--- config.mk ---
export PLATFORM = sky130hd
export DESIGN_NAME = npu_config_loader
export DESIGN_NICKNAME = d
export VERILOG_FILES = /design/src/rtl/npu_config_loader.sv
export SDC_FILE = /design/constraint.sdc
export NUM_CORES = 1
export LEC_CHECK = 0
export CORE_AREA = 2 2 139 100
export CTS_CLUSTER_SIZE = 16
export DETAILED_ROUTE_END_ITERATION = 10
export DIE_AREA = 0 0 141 102
export GPL_TIMING_DRIVEN = 0
export PLACE_DENSITY = 0.47
export SLEW_MARGIN = 0
export SYNTH_ARGS = -nofsm -noshare
export SYNTH_HDL_FRONTEND = slang
export SYNTH_SLANG_ARGS = --single-unit
--- constraint.sdc ---
create_clock -name CLK -period 4 [get_ports CLK]
set_input_delay 0.8 -clock CLK [delete_from_list [all_inputs] [get_ports CLK]]
set_output_delay 0.8 -clock CLK [all_outputs]
set_load 0.1 [all_outputs]
--- src/rtl/npu_config_loader.sv ---
// Config-path feeder for the NPU: pops command words from a FWFT FIFO.
// Decodes them into count-register loads and weight-memory burst writes.
module npu_config_loader #(
  parameter int WGT_ADDR_W = 10,
  parameter int DATA_W     = 16
) (
  input  logic                  CLK,
  input  logic                  RST,
  input  logic                  npu_state_config,
  input  logic                  npu_config_fifo_empty,
  input  logic [DATA_W-1:0]     npu_config_fifo_data,
  output logic                  npu_config_fifo_read_en,
  output logic [DATA_W-1:0]     npu_state_data_in,
  output logic                  npu_state_input_reg_enable,
  output logic                  npu_state_output_reg_enable,
  output logic                  npu_wgt_we,
  output logic [WGT_ADDR_W-1:0] npu_wgt_addr,
  output logic [DATA_W-1:0]     npu_wgt_data,
  output logic                  npu_cfg_busy,
  output logic                  npu_cfg_err
);

  typedef enum logic [1:0] {S_HDR, S_ARG, S_BASE, S_BURST} state_t;

  localparam logic [3:0] OP_NOP = 4'h0, OP_SET_IN = 4'h1, OP_SET_OUT = 4'h2, OP_LOAD_WGT = 4'h3;

  state_t                state;
  logic                  sel_out;
  logic [11:0]           remaining;
  logic [WGT_ADDR_W-1:0] addr_cnt;
  logic                  pop;
  logic [3:0]            opcode;

  assign pop = npu_state_config & ~npu_config_fifo_empty;
  assign npu_config_fifo_read_en = pop;
  assign opcode = npu_config_fifo_data[15:12];

  always_ff @(posedge CLK) begin
    if (RST) begin
      state                       <= S_HDR;
      sel_out                     <= 1'b0;
      remaining                   <= '0;
      addr_cnt                    <= '0;
      npu_state_data_in           <= '0;
      npu_state_input_reg_enable  <= 1'b0;
      npu_state_output_reg_enable <= 1'b0;
      npu_wgt_we                  <= 1'b0;
      npu_wgt_addr                <= '0;
      npu_wgt_data                <= '0;
      npu_cfg_busy                <= 1'b0;
      npu_cfg_err                 <= 1'b0;
    end else begin
      // Pulses default low; stalls leave state and counters untouched.
      npu_state_input_reg_enable  <= 1'b0;
      npu_state_output_reg_enable <= 1'b0;
      npu_wgt_we                  <= 1'b0;
      if (pop) begin
        case (state)
          S_HDR: begin
            case (opcode)
              OP_NOP: ;
              OP_SET_IN, OP_SET_OUT: begin
                sel_out      <= (opcode == OP_SET_OUT);
                state        <= S_ARG;
                npu_cfg_busy <= 1'b1;
              end
              OP_LOAD_WGT: begin
                remaining    <= npu_config_fifo_data[11:0];
                state        <= S_BASE;
                npu_cfg_busy <= 1'b1;
              end
              default: npu_cfg_err <= 1'b1;
            endcase
          end
          S_ARG: begin
            npu_state_data_in           <= npu_config_fifo_data;
            npu_state_input_reg_enable  <= ~sel_out;
            npu_state_output_reg_enable <= sel_out;
            state                       <= S_HDR;
            npu_cfg_busy                <= 1'b0;
          end
          S_BASE: begin
            addr_cnt <= npu_config_fifo_data[WGT_ADDR_W-1:0];
            if (remaining == 12'd0) begin
              state        <= S_HDR;
              npu_cfg_busy <= 1'b0;
            end else begin
              state <= S_BURST;
            end
          end
          S_BURST: begin
            npu_wgt_we   <= 1'b1;
            npu_wgt_addr <= addr_cnt;
            npu_wgt_data <= npu_config_fifo_data;
            addr_cnt     <= addr_cnt + 1'b1;
            remaining    <= remaining - 12'd1;
            if (remaining == 12'd1) begin
              state        <= S_HDR;
              npu_cfg_busy <= 1'b0;
            end
          end
          default: state <= S_HDR;
        endcase
      end
    end
  end

endmodule

; ---- Word-level counts from Yosys, hierarchy flattened
; Index checks and enable logic that the tools add are counted.
[totals]
output_inout_bits = 48
in_bits = 20
register_bits = 72
[classes]
n_reduce_logical = 18
addsub = 2
n_bitwise = 6
n_mux = 12
eq_ne = 12
[ops]
columns = cell, n
row1 = $pmux W12 S2, 1
row2 = $pmux W10 S2, 1
row3 = $eq A12 B1 Y1 const B, 1
row4 = $logic_not A12 Y1, 1
row5 = $mux W12, 1
row6 = $reduce_and A3 Y1, 4
row7 = $sub A12 B1 Y12 const B, 1
row8 = $add A10 B1 Y10 const B, 1
row9 = $eq A4 B2 Y1 const B, 2
row10 = $pmux W2 S4, 1
row11 = $ne A2 B2 Y1 const B, 3
row12 = $reduce_and A2 Y1, 3
row13 = $reduce_or A3 Y1, 2
row14 = $not A1 Y1, 5
row15 = $eq A2 B2 Y1 const B, 2
row16 = $eq A4 B1 Y1 const B, 1
row17 = $logic_not A4 Y1, 1
row18 = $mux W1, 4
row19 = $mux W2, 2
row20 = $pmux W1 S4, 1
row21 = $pmux W2 S2, 1
row22 = $reduce_and A4 Y1, 1
row23 = $reduce_bool A2 Y1, 2
row24 = $reduce_or A2 Y1, 2
row25 = 6 further kinds, 6

; ---- Longest topological paths before layout
; Gate-level depths: netlist (run 1).
[depth]
ltp_word = 4
ltp_mapped = 7
mapped_depth_nobuf = 6

; ---- Worst setup path before layout (run 1)
; OpenSTA, ideal clock, no wires.
[synth_timing]
path_type = input to register
startpoint = input port npu_config_fifo_empty
endpoint = register npu_wgt_data[10]
cell_stages = 6
slack_ns = 1.247
setup_ns = 0.070
required_time_ns = 3.930
t_arrival_ns = 2.683
path_cell_list = nand2b_1 > clkinv_1 > nand2_1 > buf_2 > nand2_1 > a21oi_1
[synth_between]
elab_chain_cells = 3
[synth_lines]
columns = item, line_no
row1 = from (decl), 10  ; input logic npu_config_fifo_empty,
row2 = $not A1 Y1, 34  ; assign pop = npu_state_config & ~npu_config_fifo_empty;
row3 = $and A1 B1 Y1, 34
row4 = via npu_config_fifo_read_en, 12  ; output logic npu_config_fifo_read_en,
row5 = $reduce_and A2 Y1 (no line), n/a
row6 = to (signal assigned), 94  ; npu_wgt_data <= npu_config_fifo_data;
row7 = to (decl), 18  ; output logic [DATA_W-1:0] npu_wgt_data,
; The timed path passes the listed nets, and every way through them passes these cells.
; A chain may end at the register's enable or synchronous reset.

; ---- Final worst setup path (run 1)
[layout_timing]
startpoint = input port npu_config_fifo_empty
endpoint = output port npu_config_fifo_read_en
[layout_between]
elab_chain_cells = 2
[layout_lines]
columns = item, line_no
row1 = $not A1 Y1, 34
row2 = $and A1 B1 Y1, 34
row3 = to (decl), 12
; No other way between the ends.

==> results, run 1 <==
- In this run the worst path has a maximum fanout of 8.
- The region available for standard cell placement spans about 13000 sq um.
- Setup repair after global routing left no endpoint under its margin.
- The CTS tree is yes.
- The root cell of the clock tree is clkbuf_16.
- The sequential cells in the finished layout cover a total of about 1400 sq um.
- The critical path goes through clkdlybuf4s50_1, nand2b_1, clkinv_1, clkdlybuf4s50_1.
- The share of synthesized area occupied by flip-flops and latches is 45.1%.
- The number of clock buffers added by TritonCTS is 9.
- The effective utilization at floorplan is 24.6%.
- Routability-driven placement finished with a final weighted congestion of a little under 0.9.
- The number of port buffers is 66.
- In this design, the critical path's most frequently occurring cell is clkdlybuf4s50_1.
- Synthesis instantiated 51 different standard cells from the library.
- The number of gates resized after CTS is 0.
- The endpoint of the worst register-to-register path is remaining[0].
- The count of antenna-violating nets left after detailed routing is 0.
- Along the worst hold path, the cell count comes to 2.
- The setup-violating endpoint count in the final report is 0.
- The leakage power is about 1.5 nW.
- The floorplan die height is 102 microns.
- The instance count of the mapped netlist is between 400 and 500.
- The die covers around 14000 sq um.
- The slowest stage of the critical path is the clkdlybuf4s50_1 cell.
- The type of the worst min-delay path is flip-flop to flip-flop.
- The number of global-route vias before repair is between 3000 and 4000.
- Summed over all layers, the global routing overflow is 0.
- The total negative slack is 0 ns.
- Headroom to the max-slew limit came out at 32.8%.
- In the final design database the tool counted 508 nets.
- The met1 usage is 23.1%.
- The count of endpoints failing hold in the final timing report is 0.
- The filler cell count is 1351.
- Relative to the synthesized area, the layout overhead comes to 38.3%.
- The startpoint of the worst register-to-register path is state[0].
- By area the synthesized netlist is led by dfxtp_1 (45%), nand2_1 (12%), a21oi_1 (11%).
- The biggest area contributor in the post-synthesis netlist is dfxtp_1.
- The area of the multi-input gates is 1620 sq um.
- The maximum operating frequency is 0.265 GHz.
- Counting flops and latches in the post-synthesis netlist gives 72.
- Dividing the detail-routed via count by the number of cells gives 5.07.
- For this run, the detailed router's first-pass iteration total came to 5.
- OpenSTA, run right after detailed placement, puts the worst setup slack at 0.225 ns.
- The die outline width is around 140 microns.
- The category of the most critical setup path is input pin to output port.
- The largest voltage drop on the vdd net is between 0.2 and 0.25 mV.
- During synthesis, Yosys emitted a total of 0 warnings.
- CTS built an H-tree with a depth of 3.
- Data arrives at the worst endpoint at 2.98 ns.
- The first global-routing pass estimated 17.4 mm of wire.
- Setup slack on the worst reg-to-reg path comes out at just under 2 ns.
- The type of destination of the critical path is an output port.
- The total power is 1.84 mW.
- In the global route stage, met3 resource usage came out at 5.72%.
- The leading cell type by number of instances after synthesis is nand2_1.
- The number of max-cap violations is 0.
- The number of max-slew violations in the final report is 0.
- The worst setup path is launched from an input pin.
- The worst register-to-register path has a depth of 5.
- The clock passes through at most 2 buffers.
- After clock tree synthesis, the setup repair step added 0 buffers.
- The post-DP HPWL is 8.04 mm.
- After detailed routing, the average wire length per cell comes to ~17 microns.
- The worst path uses 94.5% of the clock period.
- After detailed routing, the total wire length is 11.2 mm.
- The number of cell rows is 35.
- The count of unresolved DRC violations after routing is 0.
- The most critical setup path has its endpoint at npu_config_fifo_read_en.
- For this design, the CTS-stage hold fixing added 0 buffers.
- The worst path required time is 3.20 ns.
- For this design, the sink count on the clock tree is 72.
- Across all hold checks on the routed design, the worst slack comes to 0.454 ns.
- The layer flagged by global routing as most heavily used is met1.
- The synthesized design devotes to its leading area cell type 45.1% of total area.
- The most used flip-flop cell after synthesis is dfxtp_1.
- At the pin with the least slew margin, the transition time is 1.01 ns.
- Power spread over the standard cell area amounts to 416 nW/um^2.
- a little under 70 I/O pins were placed.
- Entering global routing, the biggest net connects 13 pins.
- The maximum cell stage delay along the critical path is 1.06 ns.
- The post-layout minimum cycle time is 3.78 ns.
- The post-synth design cell area is 3200 sq um.
- Ranked by instance count, the synthesized netlist is headed by nand2_1 (102), dfxtp_1 (72), a21oi_1 (68), o21ai_0 (21).
- The number of antenna violations at the first check in global routing is 0.
- The antenna diode instance count is 0.
- Clock-pin slew was measured on the worst setup and hold paths at approximately 0.06 ns.
- The first routing iteration left 253 violations.
- The global router's overall resource usage is 15.8%.
- The run finished with clean final reports.
- Detailed routing inserted a total of 3321 vias.
- The most critical setup path has its startpoint at npu_config_fifo_empty.
- The number of nets handed over by synthesis was about 430.
- The count of flip-flops with a built-in enable after synthesis is 0.
- Setup slack on the critical path of the routed design comes to between 0.2 and 0.25 ns.
- The clock skew is 0.00638 ns.
- Global routing used ~22% of the available met2 tracks.
- The later pin in the worst-skew pair is clocked with a latency of 0.34 ns.
- The fraction of layout cells with a size suffix above 1 is 6.34%.
- In the synthesized netlist the async set-or-reset flop fraction comes to 0%.
- The mean cell area of the mapped netlist is 7.85 sq um.
[stage by stage]
stage	utilization [%]	std cells	instance area (sq um)
2_1_floorplan	-	407	3200
3_3_place_gp	31.3	639	4070
3_5_place_dp	31.3	639	4070
4_1_cts	34.0	655	4420
5_1_grt	34.0	655	4420
6_report	34.0	655	4420
[layer usage]
layer	routed length [microns]	share of wire (%)	vias up
li1	-	-	1585
met1	5430	49	1573
met2	4480	40	156
met3	1170	10	7
met4	93	0.83	0
met5	0	0	-
[registers in the layout, summed over array words and instances (netlist names)]
signal,count
addr_cnt,10
npu_cfg_busy,1
npu_cfg_err,1
npu_state_data_in,16
npu_state_input_reg_enable,1
npu_state_output_reg_enable,1
npu_wgt_addr,10
npu_wgt_data,16
npu_wgt_we,1
remaining,12
sel_out,1
state,2
[placed cells by master, fill, tap and decap left out, types with 5 or more instances in the layout]
cell type / instances
nand2_1: 102
dfxtp_1: 72
a21oi_1: 68
clkdlybuf4s50_1: 66
o21ai_0: 21
clkbuf_1: 17
nor2_1: 17
nor3_1: 12
clkbuf_16: 9
inv_1: 8
and2_1: 8
buf_2: 6
nand3_1: 6
a311oi_1: 5
a31oi_1: 5
[power breakdown]
part           internal (mW)  switching, mW
Clock                  0.642          0.316
Sequential             0.725        0.00638
Combinational         0.0458          0.103
[worst max-delay path: cells and delay by family]
kind / cells / cell delay (ns)
buf+inv: 3 / 1.92
simple gates: 1 / 0.26
[cell type report]
class                           instances  area share, %
Clock buffer                           11           5.72
Inverter                                9          0.764
Timing Repair Buffer                   66           14.9
Clock inverter                          5           2.32
Multi-Input combinational cell        302           36.7
Sequential cell                        72           32.6
Buffer                                 24           2.21
Tap cell                              166           4.70
[worst min-delay path by stage]
stage,slack (ns),startpoint,to
6_report,0.45,npu_cfg_err,npu_cfg_err
3_5_place_dp,0.45,npu_wgt_data[12],npu_wgt_data[12]
4_1_cts,0.46,npu_wgt_data[12],npu_wgt_data[12]
5_1_grt,0.48,npu_wgt_data[0],npu_wgt_data[0]
3_3_place_gp,0.44,npu_cfg_err,npu_cfg_err
2_1_floorplan,0.43,sel_out,npu_state_input_reg_enable
[cell families after synthesis]
group	share of synthesized area [%]
flops	45.1
fa+ha+maj	1.57
compound gates	22.4
mux	1.29
buf+inv	4.11
simple gates	25.5
Power figures use the tool's default switching activity.
==> run 2, diff against run 1 <==
--- a/config.mk
+++ b/config.mk
@@ -5,12 +5,14 @@
 export SDC_FILE = /design/constraint.sdc
 export NUM_CORES = 1
 export LEC_CHECK = 0
-export CORE_AREA = 2 2 139 100
+export CAP_MARGIN = 20
+export CORE_AREA = 2 2 110 80
 export CTS_CLUSTER_SIZE = 16
 export DETAILED_ROUTE_END_ITERATION = 10
-export DIE_AREA = 0 0 141 102
+export DIE_AREA = 0 0 112 82
 export GPL_TIMING_DRIVEN = 0
-export PLACE_DENSITY = 0.47
+export PLACE_DENSITY = 0.68
+export REMOVE_ABC_BUFFERS = 1
 export SLEW_MARGIN = 0
 export SYNTH_ARGS = -nofsm -noshare
 export SYNTH_HDL_FRONTEND = slang
==> results, run 2 (synthesis gave the netlist of run 1 again) <==
- The cell-internal power is 1.29 mW.
- The count of endpoints failing hold in the final timing report came to 0.
- The number of port buffers is 67.
- Before antenna repair, the detailed router went through 5 iterations.
- The number of vias per cell after detailed routing is roughly 5.5.
- Setup repair after global routing left no endpoint under its margin.
- The top cell types in the final layout, fill and taps aside, are nand2_1 (102), dfxtp_1 (72), a21oi_1 (68).
- At the end of routability-driven placement, the weighted congestion stood at 0.816.
- Entering global routing, the biggest net connects 44 pins.
- The source of the worst hold timing path is npu_state_data_in[6].
- The largest registers in the layout are npu_state_data_in x16, npu_wgt_data x16, remaining x12.
- For this run, design rule violations remaining after detail routing come to 0.
- In this run the worst path has a maximum fanout of 8.
- Relative to the synthesized area, the layout overhead comes to 33.6%.
- In the finished design, the share of the clock period the worst path needs comes to 93.3%.
- The post-layout minimum cycle time is around 3.7 ns.
- In this run the critical register-to-register path is launched from state[0].
- The full die area is slightly above 9000 sq um.
- The number of max-cap violations is 0.
- The floorplan core area is 8200 sq um.
- The worst register-to-register path has a depth of 4.
- The number of global-route vias before repair is 2841.
- The H-tree level count is 3.
- The clock share of power is 48.2%.
- Summing all flip-flop and latch instances after layout gives 1440 sq um.
- The count of antenna-violating nets left after detailed routing is 0.
- Clock tree synthesis selected as its root buffer the cell clkbuf_16.
- The worst path required time is between 3 and 4 ns.
- The maximum operating frequency is 0.268 GHz.
- In the final layout, the share of cells above drive strength 1 is 5.96%.
- TritonCTS built the clock tree.
- The leakage power is around 1.4 nW.
- Summing all placed instances gives a cell area of between 3000 and 4000 sq um.
- The die is 82 microns tall.
- The net count reported at finish is roughly 490.
- The most critical setup path has its startpoint at npu_config_fifo_empty.
- The detailed-route wire length is 8.87 mm.
- The fraction of power consumed by sequential logic is 43.8%.
- The clock drives 72 sinks.
- The count of boundary I/O pins is just under 70.
- The iteration-0 DRC count of the detailed router is 285.
- The global router's overall resource usage is roughly a fifth.
- Clock tree synthesis inserted a total of 9 buffers.
- The clock-pin transition on the worst setup and hold timing paths is roughly 0.050 ns.
- Setup violations remaining at the end of the flow were counted as 0.
- In this run, the combinational gates consume about 8% of the power.
- The capture point of the worst path is npu_config_fifo_read_en.
- Data on the critical path arrives at its endpoint at 2.93 ns.
- The setup check on the worst reg-to-reg path leaves a slack of between 1.5 and 2 ns.
- The largest voltage drop on the vdd net is 0.288 mV.
- The post-DP HPWL is 6.00 mm.
- The hold-fix buffer count after cts is 0.
- In this run the deepest clock path goes through 2 buffers.
- The number of antenna violations at the first check in global routing is 0.
- Global routing finished with a remaining overflow of 0.
- The total power density per cell area is 393 nW/um^2.
- The switching part of the total is 23.4%.
- The type of destination of the critical path is an output port.
- The first global-routing pass estimated 14.2 mm of wire.
- The layout has 814 filler cells.
- In this run the tightest slew margin relative to its limit is 32.9%.
- Between clock sinks in the finished design, the worst skew comes to 0.00672 ns.
- For this design the total switching power over the nets is 0.393 mW.
- Summing over every cut layer, the via total after detailed routing is 3148.
- The clock insertion delay at the later pin of the skew report is 0.34 ns.
- The run finished with clean final reports.
- The per-cell routed wire length is 15.4 microns.
- The total negative slack is 0 ns.
- In this run, post-CTS repair resized a total of 0 instances.
- In this run the critical register-to-register path is captured at remaining[9].
- STA classifies the critical path startpoint as an input pin.
- The final instance area is 4270 sq um.
- The die outline width is approximately 110 microns.
- The finished layout holds 575 standard cells, fillers aside.
- The category of the most critical setup path is input pin to output port.
- Once the floorplan was initialized, standard cells occupied 39.0% of the core.
- For the pin with the worst max-slew slack, the measured transition is 1.00 ns.
- The type of the worst min-delay path is flip-flop to flip-flop.
- In this run the post-CTS setup repair buffer count came out at 0.
- The number of cell rows is 28.
- Once placement completed, the tool counted placed cells totaling 557.
- The number of max-slew violations in the final report is 0.
- The antenna diode instance count is 0.
- In the final layout, the multi-input gates occupy ~1600 sq um.
- Leaving out fill and tap cells, the most frequent cell in the layout is nand2_1.
-- run 2: power groups by stage --
stage	clock [mW]	sequential [mW]	combinational, mW
3_3_place_gp	0	0.750	0.130
5_1_grt	0.859	0.736	0.143
6_report	0.808	0.736	0.135
3_5_place_dp	0	0.751	0.134
2_1_floorplan	0	0.776	0.0437
4_1_cts	0.824	0.735	0.134
-- run 2: final cells by class --
type	count	share of cell area [%]
inverters	9	0.791
well taps	105	3.08
clock buffers	13	6.09
repair buffers	71	17.3
multi-input cells	302	38.0
flip-flops and latches	72	33.8
clock inverters	3	0.938
-- run 2: per-stage QoR --
step / worst slack (ns) / hold slack (ns) / total power [mW] / util, %
after global routing: 0.188 / 0.471 / 1.74 / 52.1
after floorplan: 1.14 / 0.428 / 0.820 / -
after global placement: -0.113 / 0.436 / 0.880 / 47.6
final: 0.270 / 0.450 / 1.68 / 52.1
after CTS: 0.255 / 0.454 / 1.69 / 51.6
after detailed placement: 0.265 / 0.447 / 0.884 / 47.9
-- run 2: metal layers --
layer  wire, microns  global-route usage (%)  up-vias
met1            4280                    25.3     1469
li1                -                       -     1554
met2            3730                    30.0      111
met5               0                       0        -
met4             153                    6.46        0
met3             697                    8.27       14
-- run 2: worst min-delay path by stage --
stage,end,slack [ns],cells past startpoint
global route,npu_state_data_in[6],0.47,2
detailed placement,npu_cfg_err,0.45,2
floorplan,npu_state_input_reg_enable,0.43,1
CTS,npu_wgt_data[3],0.45,2
global placement,npu_cfg_err,0.44,2
finish,npu_state_data_in[6],0.45,2
-- run 2: critical path, stage by stage --
cell             delay [ns]
clkdlybuf4s50_1        0.50
nand2b_1               0.27
clkinv_1               0.18
clkdlybuf4s50_1        1.18
==> run 3, diff against run 2 <==
--- a/config.mk
+++ b/config.mk
@@ -6,10 +6,10 @@
 export NUM_CORES = 1
 export LEC_CHECK = 0
 export CAP_MARGIN = 20
-export CORE_AREA = 2 2 110 80
+export CORE_AREA = 5 5 113 83
 export CTS_CLUSTER_SIZE = 16
 export DETAILED_ROUTE_END_ITERATION = 10
-export DIE_AREA = 0 0 112 82
+export DIE_AREA = 0 0 118 88
 export GPL_TIMING_DRIVEN = 0
 export PLACE_DENSITY = 0.68
 export REMOVE_ABC_BUFFERS = 1
@@ -17,3 +17,4 @@
 export SYNTH_ARGS = -nofsm -noshare
 export SYNTH_HDL_FRONTEND = slang
 export SYNTH_SLANG_ARGS = --single-unit
+export TNS_END_PERCENT = 50
==> results, run 3 (synthesis gave the netlist of run 1 again) <==
- The antenna diode instance count is 0.
- The library cell used most frequently in the layout, excluding fill and tap cells, is nand2_1.
- The type of origin of the critical path is an input pin.
- Gates resized during post-CTS repair numbered 0.
- Setup repair after global routing left no endpoint under its margin.
- The cell with the biggest individual delay on the critical path is clkdlybuf4s50_1.
- The category of the most critical setup path is input pin to output port.
- The detailed-router iteration count before antenna repair is 4.
- The portion of the clock cycle consumed by the worst path in the final layout is 93.3%.
- The fraction of power consumed by sequential logic is about 45%.
- The clock insertion delay at the later pin of the skew report is 0.33 ns.
- The largest voltage drop on the vdd net is 0.316 mV.
- The number of buffers and inverters on the critical path is 3.
- In this run the most used layer during global routing was met2.
- The wire length of the first global-routing pass is 14.6 mm.
- In this run, the combinational gates consume around 8.1% of the power.
- The worst relative slew slack is 32.2%.
- The H-tree was split into 3 levels.
- The per-cell routed wire length is approximately 15 microns.
- In this run the post-CTS setup repair buffer count came out at 0.
- The cell type with the highest occurrence count on the critical path is clkdlybuf4s50_1.
- Across every metal layer, demand over resource in global routing totals 17.5%.
- After detailed placement, the total cell area comes to 3940 sq um.
- The largest single stage delay on the critical path is 1.17 ns.
- At the pin with the least slew margin, the transition time is 1.01 ns.
- The floorplan core area is 8200 sq um.
- The number of port buffers is 67.
- At the end of the flow, the number of nets in the layout was 488.
- The number of cell rows is 28.
- The number of global-route vias before repair is 2891.
- The tool flagged a number of max-cap violations equal to 0.
- The switching part of the total is 23.6%.
- The die covers between 10000 and 15000 sq um.
- The met1 usage is 22.7%.
- The CTS tree is yes.
- Entering global routing, the biggest net connects 45 pins.
- Leaving out filler cells and counting taps, the final layout contains around 570.
- The tree built by TritonCTS fans out to just over 70 sinks.
- After global routing the overflow that remains totals 0.
- The met2 track demand over resource in global routing is about a quarter.
- The maximum operating frequency is 0.268 GHz.
- In the routed layout, each cell is associated on average with a via count of 5.39.
- Cell internal power was estimated by the tool at 1.26 mW.
- The clock share of power is 47.4%.
- The largest registers in the layout are npu_state_data_in x16, npu_wgt_data x16, remaining x12.
- The flow ran to the end, and the final reports show no timing, DRC or antenna violations.
- The number of max-slew violations in the final report is 0.
- The TritonCTS buffer count is 9.
- The worst setup path is captured at an output port.
- The longest clock path from root to sink contains 2 buffers.
- The iteration-0 DRC count of the detailed router is 259.
- Measured along the x axis, the die boundary spans ~120 microns.
- The type of the worst min-delay path is flip-flop to flip-flop.
- The largest fanout on the critical path is 8.
- The worst path required time is 3.20 ns.
- The floorplan step set the die height to ~88 microns.
- For this design the static power due to leakage is 1.42 nW.
- The count of nets left with antenna violations once routing finished came out at 0.
- The post-layout minimum cycle time is 3.73 ns.
- After detailed routing, the total wire length is 8.77 mm.
- The post-route netlist has 5.77% of its cells at a drive strength greater than 1.
- The count of boundary I/O pins is a little under 70.
- The synthesis-to-layout area growth is 32.3%.
- The total power density per cell area is 391 nW/um^2.
- The total vias in the final route is 3088.
- The hold-fix buffer count after cts is 0.
- The number of instances in the placed design is about 560.
- In the layout the commonest cells are nand2_1 (102), dfxtp_1 (72), a21oi_1 (68).
- The final instance area is 4230 sq um.
- The placer congestion estimate is 0.870.
- STA puts the critical path data arrival time at 2.93 ns.
- In this run the clock root is driven by a clkbuf_16.
- The number of antenna violations at the first check in global routing is 0.
- After clock tree synthesis, the clock-pin slew on the worst setup and hold paths is 0.06 ns.
- The count of endpoints failing hold in the final timing report is 0.
- The global routing usage on met3 is 8.33%.
- The signal on the critical path passes through clkdlybuf4s50_1, nand2b_1, clkinv_1, clkdlybuf4s50_1.
- For this run, design rule violations remaining after detail routing come to 0.
- The clock arrives with 0.00458 ns of skew.
- Setup violations remaining at the end of the flow were counted as 0.
- The total negative slack is 0 ns.
- The net switching component of the power is between 0.3 and 0.4 mW.
- Among cell families on the critical path, the largest total delay comes from buffers and inverters.
- The effective utilization at floorplan is 39.0%.
- The HPWL after detailed placement is 6.24 mm.
==> run 3: cell type report <==
cell class / instances / area (sq um)
clock inverters: 4 / 45.0
repair buffers: 70 / 712
multi-input cells: 302 / 1620
fillers: 812 / 3970
flip-flops and latches: 72 / 1440
well taps: 105 / 131
inverters: 9 / 33.8
clock buffers: 11 / 243
==> run 3: routing by layer <==
layer	up-vias	share of wire, %
li1	1552	-
met1	1428	46
met2	97	45
met3	11	8.2
met4	0	1.0
met5	-	0
==> run 3: worst register-to-register path: stages, from the launching register on <==
cell and delay, ns:
dfxtp_1 0.75, and2_1 0.52, nand2_1 0.70, a221oi_2 0.45
==> run 3: power groups by stage <==
stage	sequential, mW	combinational, mW	clock [mW]
detailed placement	0.751	0.133	0
global placement	0.750	0.130	0
CTS	0.735	0.134	0.795
floorplan	0.776	0.0437	0
finish	0.735	0.133	0.784
global route	0.736	0.144	0.834
==> run 3: worst paths after layout <==
check / endpoint / slack, ns / start / depth (start not counted)
worst max-delay path: npu_config_fifo_read_en / 0.27 / npu_config_fifo_empty / 4
worst min-delay path: npu_state_data_in[5] / 0.45 / npu_state_data_in[5] / 2
worst max register to register: remaining[10] / 1.49 / state[0] / 3
worst min register to register: npu_state_data_in[5] / 0.45 / npu_state_data_in[5] / 2
==> run 3: metrics by stage <==
stage          hold slack, ns  power (mW)  util (%)  setup slack [ns]
6_report                0.453        1.65      51.6             0.269
5_1_grt                 0.471        1.71      51.6             0.163
4_1_cts                 0.455        1.66      51.6             0.273
3_5_place_dp            0.448       0.884      48.1             0.284
3_3_place_gp            0.440       0.880      47.6           -0.0595
2_1_floorplan           0.428       0.820         -              1.14
==> edit 1, RTL diff (settings of run 2) <==
`DATA_W`: 16 -> 20.
--- a/src/rtl/npu_config_loader.sv
+++ b/src/rtl/npu_config_loader.sv
@@ -4,3 +4,3 @@
   parameter int WGT_ADDR_W = 10,
-  parameter int DATA_W     = 16
+  parameter int DATA_W     = 20
 ) (
Ports: changed (resized npu_config_fifo_data, npu_state_data_in and npu_wgt_data); port bits go from 68 to 80. The function was not compared with the original's and may differ.
==> edit 1 against run 2 <==
Critical path depth unchanged. Total power up 12%. First-iteration DRC count down 20%. Critical path type unchanged. Area after synthesis up 9.2%. Maximum frequency up 1.1%. Wire length up 2.6%. Setup slack better by 0.040 ns. Sequential cell count up 8. Cell area up 10%. Largest power group unchanged. Clock skew down 0.0019 ns. Via count up 5.3%. Register-to-register slack worse by 0.17 ns. Non-clock buffer count up 12.
==> edit 1: results (changes against run 2) <==
Route
  • Met3 WL: 714 µm (was 697 µm)
  • WL/cell: 14.7 µm (was 15.4 µm)
  • Starting DRT DRC Count: 228 (was 285)
  • WL met1: 4340 µm (was 4280 µm)
  • First-pass iteration count of the detailed router: 4 (was 5)
  • Metal2 WL: 3890 µm (was 3730 µm)

Layout
  • Final instance area: 4710 µm² (was 4270 µm²)
  • Biggest regs: npu_state_data_in (20), npu_wgt_data (20), remaining (12) (was npu_state_data_in (16), npu_wgt_data (16), remaining (12))
  • Fraction of area in multi-input gates: 36.6% (was 38.0%)
  • Logic inverters: 11 (was 9)
  • Final #Nets: 535 (was 489)
  • Layout non-clock buf frac: 18.5% (was 17.3%)
  • Fillers: 775 (was 814)
  • Clock network area share: 7.30% (was 7.03%)
  • Comb_multi_in: 322 (was 302)
  • Non-clk bufs: 83 (was 71)

Worst setup path
  • CP arrival: 2.89 ns (was 2.93 ns)
  • R2R Setup Slk: 1.40 ns (was 1.57 ns)
  • Reg2reg path depth: 3 (was 4)
  • Crit path max fanout: 6 (was 8)
  • Crit path launch: npu_config_fifo_empty (unchanged)

Power
  • Pint: 0.00146 W (was 0.00129 W)
  • Peak VDD IR: 0.222 mV (was 0.288 mV)
  • Clk pwr share: 50.7% (was 48.2%)
  • Sequential power: 0.000808 W (was 0.000736 W)
  • P_leak: 1.58 nW (was 1.44 nW)

Outcome
  • Status: finished clean (unchanged)

STA
  • Clk_skew: 0.00481 ns (was 0.00672 ns)
  • Max Freq: 0.271 GHz (was 0.268 GHz)
  • Worst slew margin: 33.2% (was 32.9%)

Synthesis
  • Register area share after synthesis: 45.9% (was 45.1%)
  • Post-synth top cells: nand2_1, dfxtp_1, a21oi_1 (unchanged)
  • Top cells by area, synth: dfxtp_1, nand2_1, a21oi_1 (unchanged)
  • Post-Synthesis Cells: 441 (was 407)
  • Netlist cell types: 54 (was 51)
  • Seq cells post-synth: 80 (was 72)

GRT
  • GRT Overall Usage: 20.3% (was 19.6%)
  • Number of global-route vias before repair: 3004 (was 2841)
  • Pin count of the biggest net entering global routing: 53 (was 44)

Placement
  • Port bufs: 79 (was 67)
  • GP Congestion: 0.873 (was 0.816)
  • DPL Wire Length: 6060 µm (was 6000 µm)
  • Placement Setup Slack: 0.330 ns (was 0.265 ns)
  • Post-Place Cells: 601 (was 557)
  • Cell Area, Placed: 4370 µm² (was 3930 µm²)
[edit 1: cell count changes in the layout (fill, tap and decap cells not counted), sizes merged, moves of 6 or more]
cell           delta
a21oi             +7
and2              -6
clkdlybuf4s50    +12
dfxtp             +8
nand2            +19
nand3             +6
nor3              -6
[edit 1: per-stage QoR]
| stage | TNS, ns | hold WS, ns |
|---|---|---|
| finish | 0 | 0.450 |
| global route | 0 | 0.471 |
| CTS | 0 | 0.455 |
| detailed placement | 0 | 0.446 |
| global placement | -0.216 | 0.436 |
| floorplan | 0 | 0.428 |
[edit 1: routing by layer]
layer	track usage, %	vias to the layer above
met5	0	-
met2	31.9	107
met3	6.35	16
met1	26.2	1530
li1	-	1663
met4	8.66	0
[edit 1: how the worst min path moves through the flow]
stage | slack [ns] | to | start
after global placement | 0.44 | npu_cfg_err | npu_cfg_err
after floorplan | 0.43 | npu_state_input_reg_enable | sel_out
after global routing | 0.47 | npu_state_data_in[11] | npu_state_data_in[11]
after CTS | 0.45 | npu_wgt_data[7] | npu_wgt_data[7]
after detailed placement | 0.45 | npu_wgt_addr[5] | npu_wgt_addr[5]
final | 0.45 | npu_wgt_data[0] | npu_wgt_data[0]
[edit 1: worst max-delay path, delay by kind of cell]
| family | cells | cell delay (ns) |
|---|---|---|
| simple gates | 1 | 0.25 |
| buf+inv | 3 | 1.84 |
[edit 1: cell families (layout without fill, tap and decap cells)]
logic type / after synthesis / count (layout) / synth area share, %
AND/OR/NAND/NOR: 187 / 187 / 25.0
AO/OA/AOI/OAI: 128 / 128 / 21.9
flip-flops: 80 / 80 / 45.9
buffers and inverters: 39 / 110 / 4.91
adder cells (fa/ha/maj): 4 / 4 / 1.43
multiplexers: 3 / 3 / 0.896
==> edit 2, RTL diff (settings of run 2) <==
Without the edit above. Re-encode `state_t` (4 states) as one-hot, 4 bits wide.
--- a/src/rtl/npu_config_loader.sv
+++ b/src/rtl/npu_config_loader.sv
@@ -22,3 +22,3 @@
 
-  typedef enum logic [1:0] {S_HDR, S_ARG, S_BASE, S_BURST} state_t;
+  typedef enum logic [3:0] {S_HDR = 4'b0001, S_ARG = 4'b0010, S_BASE = 4'b0100, S_BURST = 4'b1000} state_t;
 
Check against the original RTL: no difference found for any inputs over 4 cycles, from zero or initial values and one cycle with RST high; so few cycles prove little.
==> edit 2 against run 2 <==
Global-route usage rose by 0.78 points. Non-clock buffer count rose by 1. Area after synthesis is 13% higher. Wire length increased by 3.0%. Largest cell class unchanged. Sequential cell count is 2 higher. Cell count increased by 2.1%. Setup slack got worse by 0.11 ns. Cell area is 7.1% higher. Total power is 1.2% lower.
==> edit 2: results (changes against run 2) <==
Outcome
  • Status: finished clean (unchanged)

Worst setup path
  • Reg2reg path depth: 6 (was 4)
  • Max incr delay on CP: 0.91 ns (was 1.18 ns)
  • RR Startpoint: remaining[0] (was state[0])
  • R2R Setup Slk: 1.87 ns (was 1.57 ns)
  • CP arrival: 3.04 ns (was 2.93 ns)
  • Critical-path top delay cell: dlygate4sd2_1 (was clkdlybuf4s50_1)
  • FF-to-FF End: remaining[8] (was remaining[9])
  • Crit path max fanout: 27 (was 8)

Synthesis
  • Netlist cell types: 63 (was 51)
  • Post-Synthesis Cells: 427 (was 407)
  • Register area share after synthesis: 40.9% (was 45.1%)
  • Xor-xnor portion of the synthesized cell area: 0.484% (was 0%)
  • Mux contribution to synthesized area: 5.32% (was 1.29%)
  • Compound-cell area share of the yosys netlist: 19.2% (was 22.4%)
  • Post-synth top cells: dfxtp_1, nand2_1, a21oi_1 (was nand2_1, dfxtp_1, a21oi_1)
  • Top cells by area, synth: dfxtp_1, nand2_1, a21oi_1 (unchanged)
  • Post-Synth Adder-Cell Area: 1.38% (was 1.57%)

Layout
  • Share of post-route cells with drive strength above 1: 8.30% (was 5.96%)
  • Final #Nets: 501 (was 489)

Route
  • Via count: 3307 (was 3148)
  • Starting DRT DRC Count: 243 (was 285)
  • WL final: 9140 µm (was 8870 µm)
  • Avg Vias per Cell: 5.63 (was 5.47)

STA
  • Worst slew margin: 32.6% (was 32.9%)
  • Hold WS: 0.454 ns (was 0.450 ns)
  • Clk_skew: 0.00940 ns (was 0.00672 ns)

Power
  • Peak VDD IR: 0.251 mV (was 0.288 mV)
  • P_leak: 1.63 nW (was 1.44 nW)
  • Clk pwr share: 46.3% (was 48.2%)
  • P_sw: 0.000393 W (about the same)
  • Comb pwr share: 8.3% (was 8.0%)

Worst hold path
  • Worst Hold End: npu_wgt_addr[8] (was npu_state_data_in[6])
  • Min-delay src: npu_wgt_addr[8] (was npu_state_data_in[6])

Placement
  • Placement Setup Slack: -0.471 ns (was 0.265 ns)
  • Post-Place Cells: 569 (was 557)
  • DPL Wire Length: 6060 µm (was 6000 µm)
  • Cell Area, Placed: 4270 µm² (was 3930 µm²)
  • GP Congestion: 0.878 (was 0.816)

GRT
  • GRT Overall Usage: 20.4% (was 19.6%)
  • First-pass GRT wire length: 14800 µm (was 14200 µm)
  • Number of global-route vias before repair: 2901 (was 2841)
  • Pin count of the biggest net entering global routing: 46 (was 44)

Clock network
  • Clock tree buffer depth: 2 (unchanged)
  • Worst-Skew Late Latency: 0.34 ns (about the same)
  • CTS Sinks: 74 (was 72)
edit 2: what timing repair did:
item                       CTS  global route
setup endpoints to repair    1             0
hold endpoints to repair     0             0
gates resized for setup      2             0
edit 2: worst register-to-register path, delay by kind of cell (launching register included):
kind / cells / cell delay (ns)
adder cells (fa/ha/maj): 1 / 0.21
buffers and inverters: 1 / 0.11
AO/OA/AOI/OAI: 2 / 0.46
AND/OR/NAND/NOR: 2 / 0.90
flip-flops: 1 / 0.37
edit 2: cells by family after synthesis:
logic type | Yosys count
AO/OA/AOI/OAI | 107
XOR/XNOR | 2
adder cells (fa/ha/maj) | 4
buffers and inverters | 38
flip-flops | 74
multiplexers | 19
AND/OR/NAND/NOR | 183
edit 2: worst max-delay path by stage:
stage / from / endpoint / slack [ns] / cells past startpoint
floorplan: npu_config_fifo_empty / npu_state_data_in[0] / 0.35 / 5
global route: npu_config_fifo_empty / npu_config_fifo_read_en / 0.07 / 4
finish: npu_config_fifo_empty / npu_config_fifo_read_en / 0.16 / 4
global placement: npu_config_fifo_empty / npu_config_fifo_read_en / -0.46 / 4
detailed placement: npu_config_fifo_empty / npu_config_fifo_read_en / -0.47 / 4
CTS: npu_config_fifo_empty / npu_config_fifo_read_en / 0.17 / 4
edit 2: routing by layer:
metal	GRT usage (%)	part of all wire (%)	vias up	wire, µm
li1	-	-	1623	-
met1	28.3	50	1546	4540
met2	29.1	41	120	3770
met3	6.86	7.2	18	662
met4	8.41	1.7	0	159
met5	0	0	-	0
edit 2: final cells by class:
type / count / area, µm²
inverter: 5 / 18.8
multi-input combinational: 315 / 1920
clock inverter: 2 / 10.0
timing repair buffer: 72 / 737
sequential: 74 / 1480
clock buffer: 14 / 274
fill: 772 / 3620
tap: 105 / 131
